`src/rtl/hazard_forward_ctrl_pkg.sv`:
```
// Shared types and helpers for the pipeline hazard/forwarding controller.
// Slot records and forwarding-select encodings used by the top and the bench.
package hazard_forward_ctrl_pkg;

  localparam int unsigned REG_AW_DFLT = 5;
  localparam int unsigned FWD_W       = 2;

  localparam logic [FWD_W-1:0] FWD_REG = 2'b00;
  localparam logic [FWD_W-1:0] FWD_MEM = 2'b01;
  localparam logic [FWD_W-1:0] FWD_WB  = 2'b10;

  typedef logic [REG_AW_DFLT-1:0] reg_addr_t;

  typedef struct packed {
    reg_addr_t dest;
    logic      wb_en;
    logic      mem_read;
  } slot_t;

  typedef struct packed {
    reg_addr_t src1;
    reg_addr_t src2;
    logic      src2_used;
    slot_t     slot;
  } exe_slot_t;

  // Register 0 is hard-wired, so it never creates a dependency.
  function automatic logic src_match(input reg_addr_t src, input reg_addr_t dest,
                                     input logic wb_en);
    return (src != '0) && (src == dest) && wb_en;
  endfunction

  // MEM result is the youngest producer, so it wins over WB.
  function automatic logic [FWD_W-1:0] fwd_pick(input logic mem_hit, input logic wb_hit);
    if (mem_hit)     return FWD_MEM;
    else if (wb_hit) return FWD_WB;
    else             return FWD_REG;
  endfunction

endpackage

```
`src/rtl/hazard_forward_ctrl_sat.sv`:
```
// Saturating event counter used for stall/flush performance statistics.
// Counts up on each clock with i_inc high and sticks at all-ones.
module hazard_sat_counter #(
  parameter int unsigned CNT_W = 16
) (
  input  logic             clk,
  input  logic             rst,
  input  logic             i_inc,
  output logic [CNT_W-1:0] o_cnt
);

  logic [CNT_W-1:0] r_cnt;

  always_ff @(posedge clk or posedge rst) begin
    if (rst) begin
      r_cnt <= '0;
    end else if (i_inc && (r_cnt != '1)) begin
      r_cnt <= r_cnt + CNT_W'(1);
    end
  end

  assign o_cnt = r_cnt;

endmodule

```
`src/rtl/hazard_forward_ctrl.sv`:
```
// Hazard detection, branch flush and EXE operand forwarding for the 5-stage core.
// Tracks destination info of the EXE/MEM/WB instructions in shadow slots.
module hazard_forward_ctrl
  import hazard_forward_ctrl_pkg::*;
#(
  parameter int unsigned REG_AW = REG_AW_DFLT,
  parameter int unsigned CNT_W  = 16
) (
  input  logic              clk,
  input  logic              rst,
  input  logic              forward_en,
  input  logic [REG_AW-1:0] id_src1,
  input  logic [REG_AW-1:0] id_src2,
  input  logic              id_src2_used,
  input  logic [REG_AW-1:0] id_dest,
  input  logic              id_wb_en,
  input  logic              id_mem_read,
  input  logic              branch_taken,
  output logic              stall,
  output logic              flush,
  output logic [FWD_W-1:0]  fwd_sel1,
  output logic [FWD_W-1:0]  fwd_sel2,
  output logic [CNT_W-1:0]  stall_cnt,
  output logic [CNT_W-1:0]  flush_cnt
);

  exe_slot_t r_exe;
  slot_t     r_mem;
  reg_addr_t r_wb_dest;
  logic      r_wb_wb_en;

  exe_slot_t w_exe_nxt;
  logic      w_id1_exe, w_id2_exe, w_id1_mem, w_id2_mem;
  logic      w_hazard;
  logic      w_ex1_mem, w_ex2_mem, w_ex1_wb, w_ex2_wb;

  // ID-stage sources against the older in-flight instructions.
  assign w_id1_exe = src_match(id_src1, r_exe.slot.dest, r_exe.slot.wb_en);
  assign w_id2_exe = id_src2_used && src_match(id_src2, r_exe.slot.dest, r_exe.slot.wb_en);
  assign w_id1_mem = src_match(id_src1, r_mem.dest, r_mem.wb_en);
  assign w_id2_mem = id_src2_used && src_match(id_src2, r_mem.dest, r_mem.wb_en);

  // WB never stalls: the register file writes before it is read in that cycle.
  always_comb begin
    w_hazard = 1'b0;
    if (forward_en) begin
      w_hazard = (w_id1_exe || w_id2_exe) && r_exe.slot.mem_read;
    end else begin
      w_hazard = w_id1_exe || w_id2_exe || w_id1_mem || w_id2_mem;
    end
  end

  // Flush squashes the stalled ID instruction, so it takes priority.
  assign flush = branch_taken && !rst;
  assign stall = w_hazard && !branch_taken && !rst;

  // A load in MEM has no result yet, so it is never a forwarding source.
  assign w_ex1_mem = src_match(r_exe.src1, r_mem.dest, r_mem.wb_en) && !r_mem.mem_read;
  assign w_ex2_mem = src_match(r_exe.src2, r_mem.dest, r_mem.wb_en) && !r_mem.mem_read;
  assign w_ex1_wb  = src_match(r_exe.src1, r_wb_dest, r_wb_wb_en);
  assign w_ex2_wb  = src_match(r_exe.src2, r_wb_dest, r_wb_wb_en);

  always_comb begin
    fwd_sel1 = FWD_REG;
    fwd_sel2 = FWD_REG;
    if (forward_en) begin
      fwd_sel1 = fwd_pick(w_ex1_mem, w_ex1_wb);
      if (r_exe.src2_used) begin
        fwd_sel2 = fwd_pick(w_ex2_mem, w_ex2_wb);
      end
    end
  end

  // A stalled or flushed ID instruction becomes a bubble in EXE.
  always_comb begin
    w_exe_nxt = '0;
    if (!stall && !flush) begin
      w_exe_nxt.src1          = id_src1;
      w_exe_nxt.src2          = id_src2;
      w_exe_nxt.src2_used     = id_src2_used;
      w_exe_nxt.slot.dest     = id_dest;
      w_exe_nxt.slot.wb_en    = id_wb_en;
      w_exe_nxt.slot.mem_read = id_mem_read;
    end
  end

  always_ff @(posedge clk or posedge rst) begin
    if (rst) begin
      r_exe      <= '0;
      r_mem      <= '0;
      r_wb_dest  <= '0;
      r_wb_wb_en <= 1'b0;
    end else begin
      r_exe      <= w_exe_nxt;
      r_mem      <= r_exe.slot;
      r_wb_dest  <= r_mem.dest;
      r_wb_wb_en <= r_mem.wb_en;
    end
  end

  hazard_sat_counter #(.CNT_W(CNT_W)) u_stall_cnt (
    .clk   (clk),
    .rst   (rst),
    .i_inc (stall),
    .o_cnt (stall_cnt)
  );

  hazard_sat_counter #(.CNT_W(CNT_W)) u_flush_cnt (
    .clk   (clk),
    .rst   (rst),
    .i_inc (flush),
    .o_cnt (flush_cnt)
  );

endmodule

```
`config.mk`:
```
export PLATFORM = sky130hd
export DESIGN_NAME = hazard_forward_ctrl
export DESIGN_NICKNAME = d
export VERILOG_FILES = /design/src/rtl/hazard_forward_ctrl_pkg.sv /design/src/rtl/hazard_forward_ctrl_sat.sv /design/src/rtl/hazard_forward_ctrl.sv
export SDC_FILE = /design/constraint.sdc
export NUM_CORES = 1
export LEC_CHECK = 0
export ABC_AREA = 1
export BUFFER_PORTS_ARGS = -buffer_cell sky130_fd_sc_hd__buf_4
export CORE_MARGIN = 2
export CORE_UTILIZATION = 55
export CTS_CLUSTER_DIAMETER = 60
export DETAILED_ROUTE_END_ITERATION = 16
export PLACE_DENSITY = 0.88
export REMOVE_ABC_BUFFERS = 1
export SYNTH_ARGS = -nofsm -noshare
export SYNTH_HDL_FRONTEND = slang
export SYNTH_HIERARCHICAL = 1
export SYNTH_SLANG_ARGS = --single-unit
```
`constraint.sdc`:
```
create_clock -name clk -period 2.26 [get_ports clk]
set_input_delay 0.565 -clock clk [delete_from_list [all_inputs] [get_ports clk]]
set_output_delay 0.565 -clock clk [all_outputs]
set_load 0.03 [all_outputs]
```
==> key figures, run 1 <==
Power and ir drop
  – VDD IR-drop max: 0.573 mV
  – Leakage: 2.34 nW
  – Total power draw: 3.44 mW
  – Power per cell area: 737 nW/um2

Logic synthesis
  – Number of different library cells in the post-synthesis netlist: 29
  – Portion of the post-synthesis area used by sequential elements: 41.0%
  – Yosys top cell area share: 41.0%
  – Post-synthesis instance area: 3850 um2
  – Cells taking the most area after synthesis: dfrtp_1, nand2_1, inv_1
  – Post-synthesis sequential element count: 63
  – Mean instance size in the synthesized netlist: 7.28 um2
  – Count of yosys warnings during synthesis: 6
  – Gate Count Post-Synth: 529
  – Library cell occupying the most area in the post-synthesis netlist: dfrtp_1

Worst hold path
  – Min-Delay Path Class: primary input to asynchronous set/reset pin

Floorplan
  – I/O pin cnt: 60
  – Floorplan core area: 6790 um2
  – Die boundary width: 87.7 um
  – Full die area: 7680 um2
  – Starting density of the core: 56.6%
  – Standard-cell rows: 30
  – Vertical die dimension: 87.7 um

Layout
  – Count of inserted antenna diode cells: 0
  – Post-synthesis to final-layout area growth: 21.4%
  – Most frequent cells in the layout: nand2_1, inv_1, buf_4
  – Final Util: 68.8%
  – Most common cell after layout, fill and taps aside: nand2_1
  – Count of non-filler cells in the finished layout: 703
  – Filler Cell Count: 573
  – Ratio of cells with drive above 1 in the final layout: 24.7%
  – Final layout net count: 626
  – Final non-filler cell area: 4670 um2

Timing
  – Final critical path time including I/O delays and setup: 2250 ps
  – Setup Viol. Count Final: 0
  – Maximum clock frequency: 0.444 GHz
  – Final clock period utilization by the worst path: 99.6%
  – Max Transition Viols Final: 0
  – Layout Skew: 7.58 ps
  – Measured slew at the worst slew-check pin: 656 ps
  – Unrepaired setup endpoints after global routing: true
  – Setup TNS: 0 ps
  – Remaining max-slew budget at the tightest pin: 56.2%
  – Final Hold Vio Count: 0

Global route
  – Global Route Usage Sum: 24.2%
  – First-pass GRT wire length: 14.6 mm
  – Pin count of the biggest net entering global routing: 32
  – Vias in the first global route: 3,288
  – Gr ovfl total: 0
  – Initial antenna violation count: 0

Worst setup path
  – Critical path cell sequence: buf_4, o22ai_1, a21oi_1, nand2_1, nor4_2, and2_1, buf_6
  – CP startpoint kind: register
  – Arrival @ worst endpoint: 1690 ps
  – Worst setup path category: register to output port
  – Reg-to-reg critical path endpoint: u_stall_cnt/o_cnt[13]$_DFFE_PP0P_
  – Cell class contributing the biggest share of worst-path delay: simple AND/OR/NAND/NOR gates
  – R2r setup slk: 380 ps
  – Peak fanout along the critical path: 4
  – Worst stage delay on the critical path: 420 ps
  – Endpoint class of the critical path: output port
  – Source of the critical timing path: r_mem[6]$_DFF_PP0_
  – Launching point of the worst reg2reg path: r_mem[4]$_DFF_PP0_
  – Cell type of the slowest stage on the worst timing path: dfrtp_2
  – Required time reported for the critical path endpoint: 1690 ps
  – Count of cells along the worst register-to-register path: 18
  – Crit path buf inv count: 2

Clock network
  – CTS tree: done
  – Hold-fix buffers, CTS: 0
  – Number of buffers on the longest clock path: 2
  – Level count of the clock H-tree: 3
  – Clock tree root driver cell: clkbuf_8
  – Number of buffers inserted during clock tree synthesis: 9
  – Clk slew on worst S/H paths: 70 ps
  – Clock sinks: 63
  – Clock insertion delay at the later pin of the skew report: 340 ps

Routing
  – Violation count after the first detailed-routing iteration: 252
  – Post-route ant nets: 0
  – Average wire per cell in the routed design: 12.6 um
  – Vias: 3,558
  – DR pass1 iterations: 5
  – Vias per cell: 5.06
  – Drc violations: 0
  – Final wirelength: 8.89 mm

Job
  – Max_cap viols: 0

Placement
  – Quantity of I/O buffers inserted on ports: 59
  – Detailed placer's ending HPWL: 6.71 mm
  – Number of instances in the placed design: 684
  – Total cell area at the placement stage: 4400 um2
  – Routability congestion estimate from global placement: 0.937

Status
  – Status: finished, final reports clean
per-stage QoR:
step	setup slack [ps]	hold WS, ps
after floorplan	-2.99	354
after global placement	65.4	357
after detailed placement	-1.89	361
after CTS	7.59	337
after global routing	-79.7	381
final	9.48	340
final cells by class:
class / count / area (um2) / area share, %
inverter: 79 / 299 / 6.40
clock buffer: 13 / 159 / 3.40
multi-input combinational: 384 / 1940 / 41.5
timing repair buffer: 65 / 508 / 10.9
tap: 96 / 120 / 2.57
clock inverter: 3 / 65.1 / 1.39
sequential: 63 / 1580 / 33.9
power by group:
group	leakage (nW)	internal [mW]	total, mW	switching (mW)
clock	0.114	0.680	1.09	0.413
combinational	1.45	0.337	0.904	0.567
sequential	0.776	1.26	1.44	0.185
worst reg2reg max path, cell delays in order, from the launching register on:
cell and delay, ps:
dfrtp_2 450, inv_2 90, nand2_1 50, nand2_1 50, nand2_1 60, nor2_2 70, nand2_1 50, nand2_1 60
nand2_1 50, nand2_1 90, nand2_2 60, inv_2 80, inv_1 100, nor2_1 110, nand2_1 60, nor2_1 140
nand3_1 90, nand2_1 70, inv_1 40
cell usage after synthesis (all sizes together):
cell type  number
buf             3
o21a            1
a21oi           4
xor2           14
o21ai          22
xnor2           7
inv            79
nor4            3
nand4          15
nand3          25
nand3b          4
nand2         188
or2             2
o2111a          1
ha              2
nor3            3
dfrtp          63
and2            1
o22ai           3
o2111ai         1
nor2           88
per-layer routing:
layer	GRT usage (%)	part of all wire, %	vias to the layer above
met2	40.5	49	101
met5	0	0	-
met1	30.5	44	1662
met3	6.13	5.4	12
li1	-	-	1783
met4	8.39	1.4	0
repair_timing:
item                                   CTS  global route
gates resized for setup                 11             4
pin swaps                                0             1
endpoints found under the hold margin    0             0
setup endpoints to repair                4             5
buffers inserted                         1             2
how the worst max path moves through the flow:
stage	depth (start not counted)	end	slack, ps
2_1_floorplan	6	fwd_sel2[0]	-3
3_3_place_gp	13	stall	70
3_5_place_dp	13	stall	-2
4_1_cts	7	fwd_sel1[0]	8
5_1_grt	13	stall	-80
6_report	7	fwd_sel1[0]	9
registers in the layout, summed over array words and instances, names as in the netlist:
signal	flops
r_mem	7
u_flush_cnt/o_cnt	16
r_exe	18
r_wb_wb_en	1
u_stall_cnt/o_cnt	16
r_wb_dest	5
cell families (layout without fill, tap and decap cells):
family / after synthesis / after routing / synth area share (%)
and+or+nand+nor: 329 / 329 / 38.8
AOI/OAI and AO/OA: 32 / 32 / 5.75
buffers and inverters: 82 / 160 / 9.01
xor gates and xnor gates: 21 / 21 / 4.78
DFF: 63 / 63 / 41.0
adders and majority gates: 2 / 2 / 0.650
(Power assumes the default switching activity.)
==> inputs of run 2 (changes only) <==
- ABC_AREA: 1 -> default
- PLACE_DENSITY: 0.88 -> 0.89
==> run 2 against run 1 <==
- the flow now finishes with violations (setup timing)
- sequential cell count did not move
- power down 15%
- largest cell class unchanged
- core utilization up 11 points
- via count fell by 24%
- synthesized cell count fell by 47%
- clock skew rose by 3.8 ps
- sequential share of layout area is 1.3 points higher
- cell area fell by 4.0%
- routed wire length rose by 0.37%
==> key figures, run 2 <==
Clock network
  – Clock sinks: 63 (unchanged)
  – Level count of the clock H-tree: 3 (unchanged)
  – Clk slew on worst S/H paths: 60 ps (was 70 ps)
  – Number of buffers on the longest clock path: 2 (unchanged)
  – Clock tree root driver cell: clkbuf_8 (unchanged)
  – CTS tree: done (unchanged)
  – Number of buffers inserted during clock tree synthesis: 9 (unchanged)
  – Clock insertion delay at the later pin of the skew report: 340 ps (about the same)
  – Hold-fix buffers, CTS: 0 (unchanged)

Timing
  – PnR worst setup slack: -392 ps (was 9.48 ps)
  – Unrepaired setup endpoints after global routing: true (unchanged)
  – Measured slew at the worst slew-check pin: 604 ps (was 656 ps)
  – Final critical path time including I/O delays and setup: 2650 ps (was 2250 ps)
  – Final Hold Vio Count: 0 (unchanged)
  – Remaining max-slew budget at the tightest pin: 59.7% (was 56.2%)
  – Layout Skew: 11.4 ps (was 7.58 ps)
  – Max Transition Viols Final: 0 (unchanged)
  – Setup TNS: -3200 ps (was 0 ps)
  – Setup Viol. Count Final: 17 (was 0)
  – Maximum clock frequency: 0.377 GHz (was 0.444 GHz)
  – Final clock period utilization by the worst path: 117% (was 99.6%)

Worst setup path
  – Peak fanout along the critical path: 2 (was 4)
  – Cell type of the slowest stage on the worst timing path: or4_4 (was dfrtp_2)
  – Worst setup path category: primary input to output port (was register to output port)
  – Critical path cell sequence: buf_8, or4_4, o21ai_4, nor4_4, o211ai_1, a211oi_2, buf_4, buf_6 (was buf_4, o22ai_1, a21oi_1, nand2_1, nor4_2, and2_1, buf_6)
  – Endpoint class of the critical path: output port (unchanged)
  – R2r setup slk: -300 ps (was 380 ps)
  – Required time reported for the critical path endpoint: 1690 ps (about the same)
  – CP startpoint kind: primary input (was register)
  – Arrival @ worst endpoint: 2090 ps (was 1690 ps)
  – Worst stage delay on the critical path: 540 ps (was 420 ps)

Logic synthesis
  – Gate Count Post-Synth: 278 (was 529)
  – List of most frequent post-synthesis cells: dfrtp_1, xnor2_1, nand3_1, xor2_1, nand2_1 (was nand2_1, inv_1, dfrtp_1, nor2_1, nand3_1)
  – Post-synthesis sequential element count: 63 (unchanged)
  – Yosys top cell area share: 48.5% (was 41.0%)
  – Most common cell in the netlist: dfrtp_1 (was nand2_1)
  – Portion of the post-synthesis area used by sequential elements: 48.5% (was 41.0%)
  – Async set-or-reset flop fraction in the synthesized netlist: 100% (unchanged)
  – Post-synthesis instance area: 3250 um2 (was 3850 um2)
  – Mean instance size in the synthesized netlist: 11.7 um2 (was 7.28 um2)
  – Count of yosys warnings during synthesis: 6 (unchanged)
  – Number of different library cells in the post-synthesis netlist: 40 (was 29)
  – Number of enable-type register cells in the synthesized netlist: 0 (unchanged)
  – Library cell occupying the most area in the post-synthesis netlist: dfrtp_1 (unchanged)
  – Top_reg_cell synth: dfrtp_1 (unchanged)
  – Cells taking the most area after synthesis: dfrtp_1, xnor2_1, nor4b_2 (was dfrtp_1, nand2_1, inv_1)

Global route
  – Initial antenna violation count: 0 (unchanged)
  – Gr ovfl total: 0 (unchanged)
  – First-pass GRT wire length: 13.7 mm (was 14.6 mm)
  – Pin count of the biggest net entering global routing: 32 (unchanged)
  – Vias in the first global route: 2,716 (was 3,288)
  – Global Route Usage Sum: 28.1% (was 24.2%)

Routing
  – Vias per cell: 5.96 (was 5.06)
  – Final wirelength: 8.92 mm (was 8.89 mm)
  – Average wire per cell in the routed design: 19.7 um (was 12.6 um)
  – Violation count after the first detailed-routing iteration: 202 (was 252)
  – Drc violations: 0 (unchanged)
  – Post-route ant nets: 0 (unchanged)
  – Vias: 2,700 (was 3,558)
  – DR pass1 iterations: 4 (was 5)

Floorplan
  – Standard-cell rows: 27 (was 30)
  – I/O pin cnt: 60 (unchanged)
  – Floorplan core area: 5610 um2 (was 6790 um2)
  – Vertical die dimension: 80.9 um (was 87.7 um)
  – Starting density of the core: 57.9% (was 56.6%)
  – Full die area: 6540 um2 (was 7680 um2)
  – Die boundary width: 80.9 um (was 87.7 um)

Layout
  – Final layout net count: 401 (was 626)
  – Total area of multi-input combinational cells: 1850 um2 (was 1940 um2)
  – Sequential Area: 1580 um2 (about the same)
  – Post-synthesis to final-layout area growth: 38.1% (was 21.4%)
  – Most flop-heavy register: r_exe (unchanged)
  – Most frequent cells in the layout: buf_4, dfrtp_1, xnor2_1 (was nand2_1, inv_1, buf_4)
  – Count of inserted antenna diode cells: 0 (unchanged)
  – Most common cell after layout, fill and taps aside: buf_4 (was nand2_1)
  – Filler Cell Count: 321 (was 573)
  – Max FFs per register: 18 (unchanged)
  – Ratio of cells with drive above 1 in the final layout: 43.8% (was 24.7%)

Placement
  – Detailed placer's ending HPWL: 5.45 mm (was 6.71 mm)
  – Quantity of I/O buffers inserted on ports: 59 (unchanged)
  – Routability congestion estimate from global placement: 0.960 (was 0.937)

Power and ir drop
  – Total power draw: 2.91 mW (was 3.44 mW)
  – Leakage: 2.04 nW (was 2.34 nW)
  – VDD IR-drop max: 0.653 mV (was 0.573 mV)
  – Power per cell area: 649 nW/um2 (was 737 nW/um2)

Worst hold path
  – Min-Delay Path Class: primary input to asynchronous set/reset pin (unchanged)

Status
  – Status: finished with violations (was finished, final reports clean)
  – Violations in the final reports: setup timing

Job
  – Max_cap viols: 0 (unchanged)
run 2: what timing repair did:
action                                  in CTS  in global routing
resized for setup                           45                 21
pin swaps                                   29                 21
setup buffers                               12                  6
endpoints found under the setup margin      18                 21
gates cloned                                 0                  0
run 2: final timing paths:
path / cells past startpoint / start / to
setup / recovery: 8 / id_src2[4] / stall
hold / removal: 2 / rst / u_flush_cnt/o_cnt[10]$_DFFE_PP0P_
setup reg to reg: 10 / r_mem[2]$_DFF_PP0_ / u_stall_cnt/o_cnt[14]$_DFFE_PP0P_
hold reg to reg: 0 / r_exe[0]$_DFF_PP0_ / r_mem[0]$_DFF_PP0_
max in group asynchronous: 3 / rst / r_mem[3]$_DFF_PP0_
min in group clk: 0 / r_exe[0]$_DFF_PP0_ / r_mem[0]$_DFF_PP0_
run 2: critical path: cells and delay by family:
family          cells  cell delay [ps]
buf+inv             3              370
simple gates        2              610
compound gates      3              530
run 2: metal layers:
layer | vias to the layer above | share of wire, % | routed length, um | track usage (%)
li1 | 1210 | - | - | -
met1 | 1366 | 40 | 3590 | 35.4
met2 | 106 | 53 | 4710 | 46.6
met3 | 18 | 4.7 | 417 | 5.11
met4 | 0 | 2.3 | 206 | 14.4
met5 | - | 0 | 0 | 0
run 2: cells by family after synthesis:
family	count (synthesis)	synth area share (%)
simple gates	124	27.8
flops	63	48.5
buf+inv	9	1.58
mux	6	2.00
fa+ha+maj	2	0.770
compound gates	12	2.62
xor+xnor	62	16.7
run 2: report_power, final:
group	leakage, nW	internal (mW)	switching (mW)	total, mW
clock	0.0898	0.484	0.401	0.885
sequential	0.815	1.23	0.152	1.38
combinational	1.13	0.294	0.353	0.647
total	2.04	2.00	0.906	2.91
run 2: cell type report:
class / instances / area share [%]
well taps: 72 / 2.01
multi-input cells: 206 / 41.2
flip-flops and latches: 63 / 35.2
inverters: 3 / 0.251
clock buffers: 15 / 3.93
repair buffers: 94 / 17.4
run 2: through the flow:
step           setup WS [ps]  utilization, %  instances  instance area (um2)  hold WS (ps)
3_3_place_gp            -534            69.7        423                 3910           378
4_1_cts                 -422            77.8        449                 4360           346
2_1_floorplan          -1040               -        272                 3210           346
6_report                -392            80.0        453                 4480           338
5_1_grt                 -463            80.0        453                 4480           376
3_5_place_dp            -618            69.7        423                 3910           385
